==> config.mk <==
export PLATFORM = sky130hd
export DESIGN_NAME = expr_string_gen
export DESIGN_NICKNAME = d
export VERILOG_FILES = /design/src/rtl/expr_string_gen.sv
export SDC_FILE = /design/constraint.sdc
export NUM_CORES = 1
export LEC_CHECK = 0
export CAP_MARGIN = 0
export CORE_UTILIZATION = 40
export DETAILED_ROUTE_END_ITERATION = 8
export GPL_TIMING_DRIVEN = 0
export PLACE_DENSITY = 0.66
export SLEW_MARGIN = 20
export SYNTH_ARGS = -nofsm -noshare
export SYNTH_HDL_FRONTEND = slang
export SYNTH_SLANG_ARGS = --single-unit
==> constraint.sdc <==
create_clock -name clk -period 3.5 [get_ports clk]
set_input_delay 0.7 -clock clk [delete_from_list [all_inputs] [get_ports clk]]
set_output_delay 0.7 -clock clk [all_outputs]
set_load 0.02 [all_outputs]
==> src/rtl/expr_string_gen.sv <==
`default_nettype none
// ============================================================================
// Module   : expr_string_gen
// Purpose  : Serialises a latched list of BCD operands and +/* operators into
//            an ASCII expression stream "d(op d)*", one byte per handshake.
// Revision : 1.0 - initial release
// ============================================================================
module expr_string_gen #(
    parameter int MAX_TERMS = 8
) (
    input  logic                     clk,
    input  logic                     clr,
    input  logic                     start,
    input  logic [4*MAX_TERMS-1:0]   digits,
    input  logic [MAX_TERMS-2:0]     ops,
    input  logic [3:0]               nterms,
    input  logic                     out_ready,
    output logic                     out_valid,
    output logic [7:0]               out_char,
    output logic                     out_last,
    output logic                     busy,
    output logic                     done,
    output logic                     err
);

    typedef enum logic [1:0] {
        S_IDLE = 2'd0,
        S_DIG  = 2'd1,
        S_OP   = 2'd2,
        S_FIN  = 2'd3
    } state_t;

    state_t                   state_q, state_d;
    logic [4*MAX_TERMS-1:0]   digits_q, digits_d;
    logic [MAX_TERMS-2:0]     ops_q, ops_d;
    logic [3:0]               nterms_q, nterms_d;
    logic [3:0]               k_q, k_d;
    logic                     err_q, err_d;

    logic                     load_ok;
    logic [3:0]               cur_digit;
    logic                     cur_op;
    logic                     is_last;
    logic                     xfer;

    // A load is legal when the term count is in range and every used field is BCD
    always_comb begin
        load_ok = (nterms != 4'd0) && (nterms <= 4'(MAX_TERMS));
        for (int i = 0; i < MAX_TERMS; i++) begin
            if ((4'(i) < nterms) && (digits[4*i +: 4] > 4'd9)) begin
                load_ok = 1'b0;
            end
        end
    end

    // Select the digit and operator addressed by the current term index
    always_comb begin
        cur_digit = 4'd0;
        cur_op    = 1'b0;
        for (int i = 0; i < MAX_TERMS; i++) begin
            if (k_q == 4'(i)) begin
                cur_digit = digits_q[4*i +: 4];
            end
        end
        for (int j = 0; j < MAX_TERMS - 1; j++) begin
            if (k_q == 4'(j)) begin
                cur_op = ops_q[j];
            end
        end
    end

    assign is_last = (k_q == (nterms_q - 4'd1));
    assign xfer    = out_valid && out_ready;

    // State and latched operand registers; clr returns everything to idle at once
    always_ff @(posedge clk or posedge clr) begin
        if (clr) begin
            state_q  <= S_IDLE;
            digits_q <= '0;
            ops_q    <= '0;
            nterms_q <= 4'd0;
            k_q      <= 4'd0;
            err_q    <= 1'b0;
        end else begin
            state_q  <= state_d;
            digits_q <= digits_d;
            ops_q    <= ops_d;
            nterms_q <= nterms_d;
            k_q      <= k_d;
            err_q    <= err_d;
        end
    end

    // Next-state logic: load/reject in idle, advance the term index on each operator transfer
    always_comb begin
        state_d  = state_q;
        digits_d = digits_q;
        ops_d    = ops_q;
        nterms_d = nterms_q;
        k_d      = k_q;
        err_d    = 1'b0;
        case (state_q)
            S_IDLE: begin
                if (start) begin
                    if (load_ok) begin
                        digits_d = digits;
                        ops_d    = ops;
                        nterms_d = nterms;
                        k_d      = 4'd0;
                        state_d  = S_DIG;
                    end else begin
                        err_d = 1'b1;
                    end
                end
            end
            S_DIG: begin
                if (xfer) begin
                    state_d = is_last ? S_FIN : S_OP;
                end
            end
            S_OP: begin
                if (xfer) begin
                    k_d     = k_q + 4'd1;
                    state_d = S_DIG;
                end
            end
            default: begin
                state_d = S_IDLE;
            end
        endcase
    end

    // Outputs are decoded from registered state, so they hold while the handshake stalls
    always_comb begin
        out_valid = (state_q == S_DIG) || (state_q == S_OP);
        out_last  = (state_q == S_DIG) && is_last;
        busy      = out_valid;
        done      = (state_q == S_FIN);
        err       = err_q;
        out_char  = 8'h00;
        if (state_q == S_DIG) begin
            out_char = 8'h30 + {4'h0, cur_digit};
        end else if (state_q == S_OP) begin
            out_char = cur_op ? 8'h2A : 8'h2B;
        end
    end

endmodule
`default_nettype wire

==> results by group, run 1 <==
Status
  – Outcome: finished, violations left
  – Failing checks: DRC

Critical path
  – Family with the most delay on the worst path: buffers and inverters
  – Worst-case reg-to-reg path depth: 6
  – CP arrival: 2.68 ns
  – Crit-path most repeated cell: a221oi_1
  – Critical path startpoint: k_q[0]$_DFFE_PP0P_
  – Critical path required time: 2.80 ns
  – Stages on worst setup path: 8
  – Crit path max fanout: 10
  – End of the worst register-to-register path: k_q[2]$_DFFE_PP0P_
  – Critical path class: register to primary output
  – R2R Path Start: state_q[0]$_DFFE_PP0P_
  – Slowest CP cell: dfrtp_1
  – Critical Path End: out_char[1]
  – Worst path cell trace: inv_1 -> ha_2 -> clkbuf_2 -> a221oi_1 -> nor3_1 -> a21oi_1 -> a221oi_1 -> dlygate4sd2_1
  – CP bufs+invs: 3
  – Critical path capture point type: primary output
  – Slowest stage delay, CP: between 0.4 and 0.5 ns
  – Critical path startpoint category: register
  – Register-to-register setup slack: 1.46 ns

Placed design
  – Placer Congestion: ~0.82
  – Post-Place Cells: 385
  – PortBufs: 57
  – Detailed Place HPWL: ~5100 um

STA
  – Setup Skew: 0.00603 ns
  – Hold WS: 0.514 ns
  – Slew HR: 57.8%
  – Tmin final: 3.38 ns
  – Hold Vio Cnt, Final: 0
  – # setup viols final: 0
  – Setup_tns: 0 ns
  – Worst Tran Pin Value: 0.633 ns
  – Final Cycle Share: a little over nine tenths
  – Top achievable clock speed: around 0.30 GHz
  – Final max-slew violation count: 0

Die
  – Rows: 29
  – Die Y: 84.5 um
  – Die width: between 80 and 90 um
  – Core ar.: between 0.006 and 0.007 sq mm
  – Ports: 60
  – Die Footprint: 0.00714 sq mm
  – Initial Util: 42.2%

Clock tree
  – CTS Sinks: 50
  – H-tree Lvls: 2
  – CTS clk-pin slew, worst paths: around 0.10 ns
  – CTS Root Buffer Type: clkbuf_8
  – CTS buffer count: 5
  – CTS max path bufs: 2
  – Worst skew pair latency: roughly 0.31 ns
  – CTS tree: built

Drt
  – Detail Route Antenna Nets: 0
  – DRC violations left: 4
  – Drt first pass iters: 6
  – Post-Route WL: 6620 um
  – DR vias: 2165
  – Initial DRC Count: 85
  – Wirelength per Cell: around 17 um
  – Vias per cell: 5.51

Yosys
  – Main synth FF type: dfrtp_1
  – Asr flop ratio synth: 100%
  – Syn Area/Cell: around 11 sq um
  – YS warnings: 0
  – Area leader, netlist: dfrtp_1
  – #FFs+latches synth: 50
  – Synth top area cells: dfrtp_1 (46%), mux2_2 (18%), ha_1 (4.6%)
  – Post-synthesis instance total: 249
  – Synth cell types: 42
  – EDFF count, synth: 0
  – Mapped Area: 0.00272 sq mm
  – Seq/Total Area, Yosys: 46.0%
  – Share of the synthesized area in the top cell type: 46.0%

Global routing
  – First-pass GRT wire length: 11000 um
  – Total GRT Usage: 19.9%
  – Initial antenna violation count: 0
  – Pin count of the biggest net entering global routing: 29
  – Gr ovfl total: 0
  – Number of global-route vias before repair: 2271

Cells and area
  – Antenna cells: 0
  – Area growth syn-to-layout: 29.8%
  – Nets: 372
  – Final instance count without filler cells: ~390
  – Share of post-route cells with drive strength above 1: 23.4%

Hold path
  – Hold crit path type: register to register

Power
  – Max VDD drop: 0.415 mV
  – Leakage power: 1.57 nW
  – Power Dens Cells: roughly 770 mW/mm^2

Job
  – Max_cap viols: 0
how the worst min path moves through the flow:
stage	from	end	slack, ns	cells after the start
2_1_floorplan	digits_q[29]$_DFFE_PP0P_	digits_q[29]$_DFFE_PP0P_	0.47	1
3_5_place_dp	digits_q[29]$_DFFE_PP0P_	digits_q[29]$_DFFE_PP0P_	0.49	1
3_3_place_gp	nterms_q[3]$_DFFE_PP0P_	nterms_q[3]$_DFFE_PP0P_	0.48	2
6_report	digits_q[26]$_DFFE_PP0P_	digits_q[26]$_DFFE_PP0P_	0.51	1
4_1_cts	digits_q[29]$_DFFE_PP0P_	digits_q[29]$_DFFE_PP0P_	0.51	1
5_1_grt	digits_q[21]$_DFFE_PP0P_	digits_q[21]$_DFFE_PP0P_	0.53	1
synth_stat cells (all sizes together), types with 2 or more instances:
| master | n |
|---|---|
| a221oi | 7 |
| dfrtp | 50 |
| o31ai | 2 |
| o2bb2ai | 2 |
| nor2 | 11 |
| nor3 | 6 |
| a31oi | 4 |
| buf | 9 |
| nor2b | 5 |
| xnor2 | 4 |
| nand2 | 16 |
| a21oi | 14 |
| nand4 | 2 |
| mux2 | 43 |
| nand3b | 4 |
| clkbuf | 7 |
| and3 | 2 |
| a2111oi | 2 |
| o41ai | 2 |
| o211ai | 3 |
| inv | 12 |
| nand3 | 3 |
| ha | 10 |
| a22oi | 2 |
| a211oi | 2 |
| o21ai | 13 |
timing repair:
item                       4_1_cts  5_1_grt
hold buffers                     0        0
setup buffers                    1        0
setup endpoints to repair        4        3
resized for setup               14        6
pin swaps                        0        0
layout by cell type (no fill, tap or decap), drive strengths merged, types with 2 or more instances in the layout:
| master | Yosys | layout |
|---|---|---|
| clkdlybuf4s50 | 0 | 53 |
| dfrtp | 50 | 50 |
| mux2 | 43 | 43 |
| nand2 | 16 | 16 |
| a21oi | 14 | 14 |
| o21ai | 13 | 13 |
| inv | 12 | 12 |
| clkbuf | 7 | 12 |
| nor2 | 11 | 11 |
| buf | 9 | 11 |
| ha | 10 | 10 |
| a221oi | 7 | 7 |
| nor3 | 6 | 6 |
| nor2b | 5 | 5 |
| a31oi | 4 | 4 |
| xnor2 | 4 | 4 |
| nand3b | 4 | 4 |
| o211ai | 3 | 3 |
| nand3 | 3 | 3 |
| dlygate4sd2 | 0 | 3 |
| and3 | 2 | 2 |
| o41ai | 2 | 2 |
| a211oi | 2 | 2 |
| a22oi | 2 | 2 |
| o2bb2ai | 2 | 2 |
| conb | 1 | 2 |
| o31ai | 2 | 2 |
| nand4 | 2 | 2 |
| a2111oi | 2 | 2 |
| clkinv | 0 | 2 |
kinds of logic after synthesis:
kind of cell               count (synthesis)  synth area share (%)
xor gates and xnor gates                   5                  1.61
and+or+nand+nor                           53                  10.2
other                                      1                 0.138
buffers and inverters                     28                  4.60
adders and majority gates                 10                  4.60
AOI/OAI and AO/OA                         58                  14.3
muxes                                     44                  18.6
DFF                                       50                  46.0
flip-flops by register name (all words and copies together) (netlist names):
name      cells
err           1
k_q           4
state_q       2
nterms_q      4
ops_q         7
digits_q     32
stage by stage:
step	cell area (sq um)	setup WS (ns)	util, %	power (mW)
2_1_floorplan	2730	0.246	-	1.87
3_3_place_gp	3390	-0.296	52.5	2.29
3_5_place_dp	3410	-0.310	52.8	2.34
4_1_cts	3520	0.00167	54.6	2.70
5_1_grt	3530	-0.0536	54.7	2.90
6_report	3530	0.124	54.7	2.71
layout make-up:
| cell class | count | area (sq um) |
|---|---|---|
| Buffer | 15 | 81.3 |
| Clock buffer | 5 | 68.8 |
| Clock inverter | 3 | 21.3 |
| Fill cell | 601 | 2930 |
| Inverter | 12 | 45.0 |
| Multi-Input combinational cell | 172 | 1380 |
| Sequential cell | 50 | 1250 |
| Tap cell | 77 | 96.3 |
| Timing Repair Buffer | 59 | 589 |
power breakdown:
| group | internal [mW] | switching, mW | total, mW |
|---|---|---|---|
| Combinational | 0.685 | 0.689 | 1.37 |
| Sequential | 0.824 | 0.170 | 0.994 |
| Clock | 0.141 | 0.207 | 0.348 |
routing by layer:
layer  track usage [%]  wire (um)  up-vias  share of wire (%)
met5                 0          0        -                  0
met4              6.16        119        0                1.8
met3              3.34        346       14                5.2
met2              33.6       3220       69                 49
met1              26.4       2930     1051                 44
li1                  -          -     1031                  -
(Power assumes the default switching activity.)
==> run 2: changes to the inputs <==
--- a/config.mk
+++ b/config.mk
@@ -6,10 +6,10 @@
 export NUM_CORES = 1
 export LEC_CHECK = 0
 export CAP_MARGIN = 0
-export CORE_UTILIZATION = 40
+export CORE_UTILIZATION = 54
 export DETAILED_ROUTE_END_ITERATION = 8
 export GPL_TIMING_DRIVEN = 0
-export PLACE_DENSITY = 0.66
+export PLACE_DENSITY = 0.85
 export SLEW_MARGIN = 20
 export SYNTH_ARGS = -nofsm -noshare
 export SYNTH_HDL_FRONTEND = slang
==> run 2 against run 1 <==
Against the previous run: the run now ends clean; hold slack worse by 0.0038 ns; count of clock-buffer cells in the layout stayed put; sequential power is 0.4% higher; clock power up 18%; combinational power is essentially flat; sequential share of layout area down 0.075 points; first-iteration DRC count is 130% higher; die area decreased by 25%; clock skew shrank 0.0035 ns; highest routed layer unchanged.
==> results by group, run 2 (synthesis results as in run 1) <==
Die
  – Rows: 25 (was 29)
  – Core ar.: 0.00479 sq mm (was 0.00646 sq mm)
  – Die Footprint: 0.00533 sq mm (was 0.00714 sq mm)
  – Die Y: 73.0 um (was 84.5 um)
  – Ports: 60 (unchanged)
  – Die width: 73.0 um (was 84.5 um)
  – Initial Util: 56.9% (was 42.2%)

Critical path
  – CP arrival: 2.67 ns (was 2.68 ns)
  – Critical path capture point type: primary output (unchanged)
  – Critical path required time: 2.80 ns (about the same)
  – R2R Path Start: state_q[0]$_DFFE_PP0P_ (unchanged)
  – Critical path startpoint: k_q[0]$_DFFE_PP0P_ (unchanged)
  – Crit path max fanout: 6 (was 10)
  – Critical path class: register to primary output (unchanged)
  – Critical path startpoint category: register (unchanged)

Cells and area
  – Share of post-route cells with drive strength above 1: 23.4% (unchanged)
  – Area growth syn-to-layout: 30.1% (was 29.8%)
  – Top reg by flops: digits_q (unchanged)
  – Most common cell after layout, fill and taps aside: clkdlybuf4s50_1 (unchanged)
  – Max FFs per register: 32 (unchanged)
  – Antenna cells: 0 (unchanged)
  – Final Core Density: 74.0% (was 54.7%)
  – Top Registers: digits_q (32), ops_q (7) (unchanged)
  – Commonest non-fill, non-tap cells in the layout: clkdlybuf4s50_1 (53), dfrtp_1 (50), mux2_2 (43) (unchanged)
  – Nets: 372 (unchanged)

Clock tree
  – CTS max path bufs: 2 (unchanged)
  – CTS tree: built (unchanged)
  – H-tree Lvls: 2 (unchanged)
  – CTS clk-pin slew, worst paths: 0.09 ns (was 0.10 ns)
  – CTS Sinks: 50 (unchanged)
  – Worst skew pair latency: 0.31 ns (about the same)
  – CTS Root Buffer Type: clkbuf_8 (unchanged)
  – CTS buffer count: 5 (unchanged)

Drt
  – Vias per cell: 5.90 (was 5.51)
  – Post-Route WL: 6650 um (was 6620 um)
  – DRC violations left: 0 (was 4)
  – Initial DRC Count: 195 (was 85)
  – Drt first pass iters: 4 (was 6)
  – Wirelength per Cell: 17.4 um (was 16.8 um)
  – DR vias: 2259 (was 2165)
  – Detail Route Antenna Nets: 0 (unchanged)

Global routing
  – Total GRT Usage: 27.8% (was 19.9%)
  – Initial antenna violation count: 0 (unchanged)
  – Pin count of the biggest net entering global routing: 32 (was 29)
  – Gr ovfl total: 0 (unchanged)
  – First-pass GRT wire length: 10900 um (was 11000 um)
  – Number of global-route vias before repair: 2317 (was 2271)

Hold path
  – Hold path startpoint: nterms_q[3]$_DFFE_PP0P_ (was digits_q[26]$_DFFE_PP0P_)
  – Hold crit path type: register to register (unchanged)

STA
  – RSZ-0062 raised after global routing: no
  – Final max-slew violation count: 0 (unchanged)
  – Hold Vio Cnt, Final: 0 (unchanged)
  – Setup Skew: 0.00250 ns (was 0.00603 ns)
  – Slew HR: 57.2% (was 57.8%)
  – Hold WS: 0.510 ns (was 0.514 ns)
  – Setup_tns: 0 ns (unchanged)
  – # setup viols final: 0 (unchanged)
  – Worst Tran Pin Value: 0.642 ns (was 0.633 ns)
  – Tmin final: 3.37 ns (was 3.38 ns)
  – Top achievable clock speed: 0.297 GHz (was 0.296 GHz)
  – Final Cycle Share: 96.2% (was 96.5%)

Power
  – Tot Pwr: 2.79 mW (was 2.71 mW)
  – Leakage power: 1.59 nW (was 1.57 nW)
  – Power Dens Cells: 788 mW/mm^2 (was 768 mW/mm^2)
  – Max VDD drop: 0.449 mV (was 0.415 mV)

Status
  – Outcome: complete, no violations (was finished, violations left)

Job
  – Max_cap viols: 0 (unchanged)

Placed design
  – PortBufs: 57 (unchanged)
  – Placer Congestion: 0.853 (was 0.818)
  – Detailed Place HPWL: 4920 um (was 5120 um)
run 2: cell types whose count changed in the layout (fill, tap and decap cells not counted), sizes merged:
| cell | previous run | this run |
|---|---|---|
| bufinv | 0 | 1 |
| inv | 12 | 13 |
| clkinv | 2 | 1 |
| clkinvlp | 1 | 0 |
run 2: timing repair:
item                       4_1_cts  5_1_grt
hold buffers                     0        0
gates resized for setup         14        5
pin swaps                        0        0
setup buffers                    1        0
gates cloned                     0        0
setup endpoints to repair        4        3
run 2: final timing paths:
kind                                       endpoint  slack, ns  cells past startpoint
hold reg to reg             nterms_q[3]$_DFFE_PP0P_       0.51                      2
setup reg to reg           digits_q[18]$_DFFE_PP0P_       1.45                      5
hold / removal              nterms_q[3]$_DFFE_PP0P_       0.51                      2
max in group asynchronous   digits_q[8]$_DFFE_PP0P_       2.30                      3
min in group asynchronous  digits_q[10]$_DFFE_PP0P_       0.69                      2
setup / recovery                        out_char[2]       0.13                      8
run 2: worst max-delay path, cell delays in order, from the launching register on:
cell and delay, ns:
dfrtp_1 0.47, inv_1 0.14, ha_2 0.25, nor2b_4 0.27
a221oi_1 0.12, nor3_1 0.23, a211oi_1 0.10, a2111oi_2 0.40
dlygate4sd2_1 0.38
run 2: power by group:
part | total, mW | leakage, nW | internal [mW] | switching, mW
registers | 0.998 | 0.656 | 0.824 | 0.174
clock network | 0.412 | 0.0585 | 0.214 | 0.198
logic | 1.38 | 0.872 | 0.684 | 0.698
total | 2.79 | 1.59 | 1.72 | 1.07
run 2: layer usage:
metal | global-route usage, % | vias to the layer above | share of wire [%]
met3 | 4.14 | 20 | 4.7
met5 | 0 | - | 0
met2 | 51.2 | 102 | 52
met4 | 11.5 | 0 | 2.9
met1 | 31.9 | 1104 | 40
li1 | - | 1033 | -
run 2: area by class of cell:
type,count,area (sq um)
clock buffer,5,68.8
buffer,15,81.3
inverter,12,45.0
tap,67,83.8
sequential,50,1250
clock inverter,3,43.8
fill,358,1240
multi-input combinational,172,1380
timing repair buffer,59,589
run 2: through the flow:
| step | setup WS [ns] | cell area [sq um] | std cells |
|---|---|---|---|
| 5_1_grt | 0.00365 | 3540 | 383 |
| 3_3_place_gp | -0.225 | 3380 | 374 |
| 4_1_cts | 0.118 | 3530 | 383 |
| 3_5_place_dp | -0.249 | 3400 | 375 |
| 2_1_floorplan | 0.246 | 2730 | 250 |
| 6_report | 0.134 | 3540 | 383 |
==> run 3: changes to the inputs <==
--- a/config.mk
+++ b/config.mk
@@ -6,11 +6,11 @@
 export NUM_CORES = 1
 export LEC_CHECK = 0
 export CAP_MARGIN = 0
-export CORE_UTILIZATION = 54
+export CORE_UTILIZATION = 46
 export DETAILED_ROUTE_END_ITERATION = 8
 export GPL_TIMING_DRIVEN = 0
-export PLACE_DENSITY = 0.85
-export SLEW_MARGIN = 20
+export PLACE_DENSITY = 0.77
+export SLEW_MARGIN = 10
 export SYNTH_ARGS = -nofsm -noshare
 export SYNTH_HDL_FRONTEND = slang
 export SYNTH_SLANG_ARGS = --single-unit
==> constraint.sdc (replaced) <==
create_clock -name clk -period 2.95 [get_ports clk]
set_input_delay 0.59 -clock clk [delete_from_list [all_inputs] [get_ports clk]]
set_output_delay 0.59 -clock clk [all_outputs]
set_load 0.02 [all_outputs]
==> run 3 against run 2 <==
Against the previous run: clock skew up 0.0067 ns; global-route usage down 4.7 points; combinational power up 28%; register-to-register slack worse by 0.53 ns; critical endpoint unchanged.
==> results by group, run 3 (synthesis results as in run 1) <==
Status
  – Outcome: complete, no violations (unchanged)

Job
  – Max_cap viols: 0 (unchanged)

Global routing
  – Number of global-route vias before repair: 2340 (was 2317)
  – Initial antenna violation count: 0 (unchanged)
  – Total GRT Usage: 23.1% (was 27.8%)
  – Pin count of the biggest net entering global routing: 36 (was 32)
  – Gr ovfl total: 0 (unchanged)
  – First-pass GRT wire length: 11000 um (was 10900 um)

Critical path
  – Critical path class: register to primary output (unchanged)
  – CP arrival: 2.31 ns (was 2.67 ns)
  – Crit path max fanout: 4 (was 6)
  – Critical path capture point type: primary output (unchanged)
  – Critical path startpoint category: register (unchanged)
  – Critical path required time: 2.36 ns (was 2.80 ns)

Power
  – Leakage power: 1.66 nW (was 1.59 nW)
  – Max VDD drop: 0.738 mV (was 0.449 mV)
  – Power Dens Cells: 965 mW/mm^2 (was 788 mW/mm^2)
  – Tot Pwr: 3.55 mW (was 2.79 mW)

Hold path
  – Hold crit path type: register to register (unchanged)

STA
  – Setup Skew: 0.00919 ns (was 0.00250 ns)
  – Final Cycle Share: 98.5%
  – Slew HR: 57.4% (was 57.2%)
  – Hold WS: 0.511 ns (was 0.510 ns)
  – Final max-slew violation count: 0 (unchanged)
  – RSZ-0062 raised after global routing: yes (was no)
  – Worst Tran Pin Value: 0.639 ns (was 0.642 ns)
  – Hold Vio Cnt, Final: 0 (unchanged)
  – Final worst slack: 0.0454 ns (was 0.134 ns)
  – Top achievable clock speed: 0.344 GHz
  – # setup viols final: 0 (unchanged)
  – Setup_tns: 0 ns (unchanged)
  – Tmin final: 2.90 ns

Cells and area
  – Antenna cells: 0 (unchanged)
  – Reg area: 0.00125 sq mm (about the same)
  – Final Core Density: 65.6% (was 74.0%)
  – Commonest non-fill, non-tap cells in the layout: clkdlybuf4s50_1 (52), dfrtp_1 (48), mux2_2 (43) (was clkdlybuf4s50_1 (53), dfrtp_1 (50), mux2_2 (43))
  – Area taken by multi-input logic gates: 0.00142 sq mm (was 0.00138 sq mm)
  – Post-route cell area: 0.00368 sq mm (was 0.00354 sq mm)
  – Share of post-route cells with drive strength above 1: 28.5% (was 23.4%)
  – Top reg by flops: digits_q (unchanged)
  – Area growth syn-to-layout: 35.1% (was 30.1%)
  – Final instance count without filler cells: 395 (was 383)
  – Nets: 379 (was 372)
  – Top Registers: digits_q (32), ops_q (7) (unchanged)
  – Max FFs per register: 32 (unchanged)
  – Filler Cells Inserted: 481 (was 358)
  – Most common cell after layout, fill and taps aside: clkdlybuf4s50_1 (unchanged)

Drt
  – Post-Route WL: 6700 um (was 6650 um)
  – Initial DRC Count: 153 (was 195)
  – DR vias: 2230 (was 2259)
  – Wirelength per Cell: 17.0 um (was 17.4 um)
  – Vias per cell: 5.65 (was 5.90)
  – Drt first pass iters: 4 (unchanged)
  – Detail Route Antenna Nets: 0 (unchanged)
  – DRC violations left: 0 (unchanged)

Die
  – Rows: 27 (was 25)
  – Die Y: 78.9 um (was 73.0 um)
  – Initial Util: 48.5% (was 56.9%)
  – Core ar.: 0.00561 sq mm (was 0.00479 sq mm)
  – Ports: 60 (unchanged)
  – Die width: 78.9 um (was 73.0 um)
  – Die Footprint: 0.00623 sq mm (was 0.00533 sq mm)

Clock tree
  – H-tree Lvls: 2 (unchanged)
  – Hold Buf Count CTS: 0 (unchanged)
  – CTS max path bufs: 2 (unchanged)
  – CTS clk-pin slew, worst paths: 0.09 ns (about the same)
  – CTS buffer count: 5 (unchanged)
  – CTS Root Buffer Type: clkbuf_8 (unchanged)
  – CTS Sinks: 50 (unchanged)
  – CTS tree: built (unchanged)
  – Worst skew pair latency: 0.30 ns (was 0.31 ns)

Placed design
  – Post-Place Cells: 380 (was 375)
  – Dpl cell area: 0.00341 sq mm (was 0.00340 sq mm)
  – PortBufs: 57 (unchanged)
  – Detailed Place HPWL: 5050 um (was 4920 um)
  – Placer Congestion: 0.900 (was 0.853)
  – Pre-CTS WS: -0.652 ns (was -0.249 ns)
-- run 3: final timing paths --
| path | slack, ns | depth (start not counted) | startpoint | to |
|---|---|---|---|---|
| max reg2reg | 0.92 | 5 | state_q[0]$_DFFE_PP0P_ | digits_q[28]$_DFFE_PP0P_ |
| max | 0.05 | 9 | k_q[0]$_DFFE_PP0P_ | out_char[2] |
| min in group asynchronous | 0.58 | 2 | clr | k_q[0]$_DFFE_PP0P_ |
| min reg2reg | 0.51 | 1 | digits_q[29]$_DFFE_PP0P_ | digits_q[29]$_DFFE_PP0P_ |
| min | 0.51 | 1 | digits_q[29]$_DFFE_PP0P_ | digits_q[29]$_DFFE_PP0P_ |
| max in group asynchronous | 1.87 | 3 | clr | digits_q[24]$_DFFE_PP0P_ |
-- run 3: per-layer routing --
layer | up-vias | GRT usage, % | share of wire (%)
li1 | 1050 | - | -
met1 | 1096 | 28.1 | 42
met2 | 67 | 39.8 | 50
met3 | 17 | 5.06 | 5.4
met4 | 0 | 9.27 | 2.3
met5 | - | 0 | 0
-- run 3: critical path, cell delays in order, from the launching register on --
cell,delay [ns]
dfrtp_2,0.47
inv_4,0.10
ha_4,0.14
nor2b_4,0.22
buf_4,0.15
a221oi_1,0.07
nor3_1,0.18
a211oi_1,0.10
a2111oi_2,0.38
buf_4,0.21
-- run 3: power breakdown --
part | switching [mW] | total (mW) | internal, mW
Combinational | 0.859 | 1.76 | 0.897
Clock | 0.227 | 0.589 | 0.362
Sequential | 0.226 | 1.21 | 0.980
Total | 1.31 | 3.55 | 2.24
-- run 3: layout make-up --
class | instances | share of cell area [%]
flip-flops and latches | 50 | 34.1
well taps | 72 | 2.45
repair buffers | 67 | 17.5
multi-input cells | 172 | 38.6
plain buffers | 14 | 2.14
inverters | 12 | 1.36
clock buffers | 6 | 2.25
clock inverters | 2 | 1.63
-- run 3: repair_timing --
| item | in CTS | in global routing |
|---|---|---|
| pin swaps | 3 | 3 |
| buffers inserted | 9 | 0 |
| gates resized for setup | 38 | 8 |
| endpoints found under the setup margin | 5 | 5 |
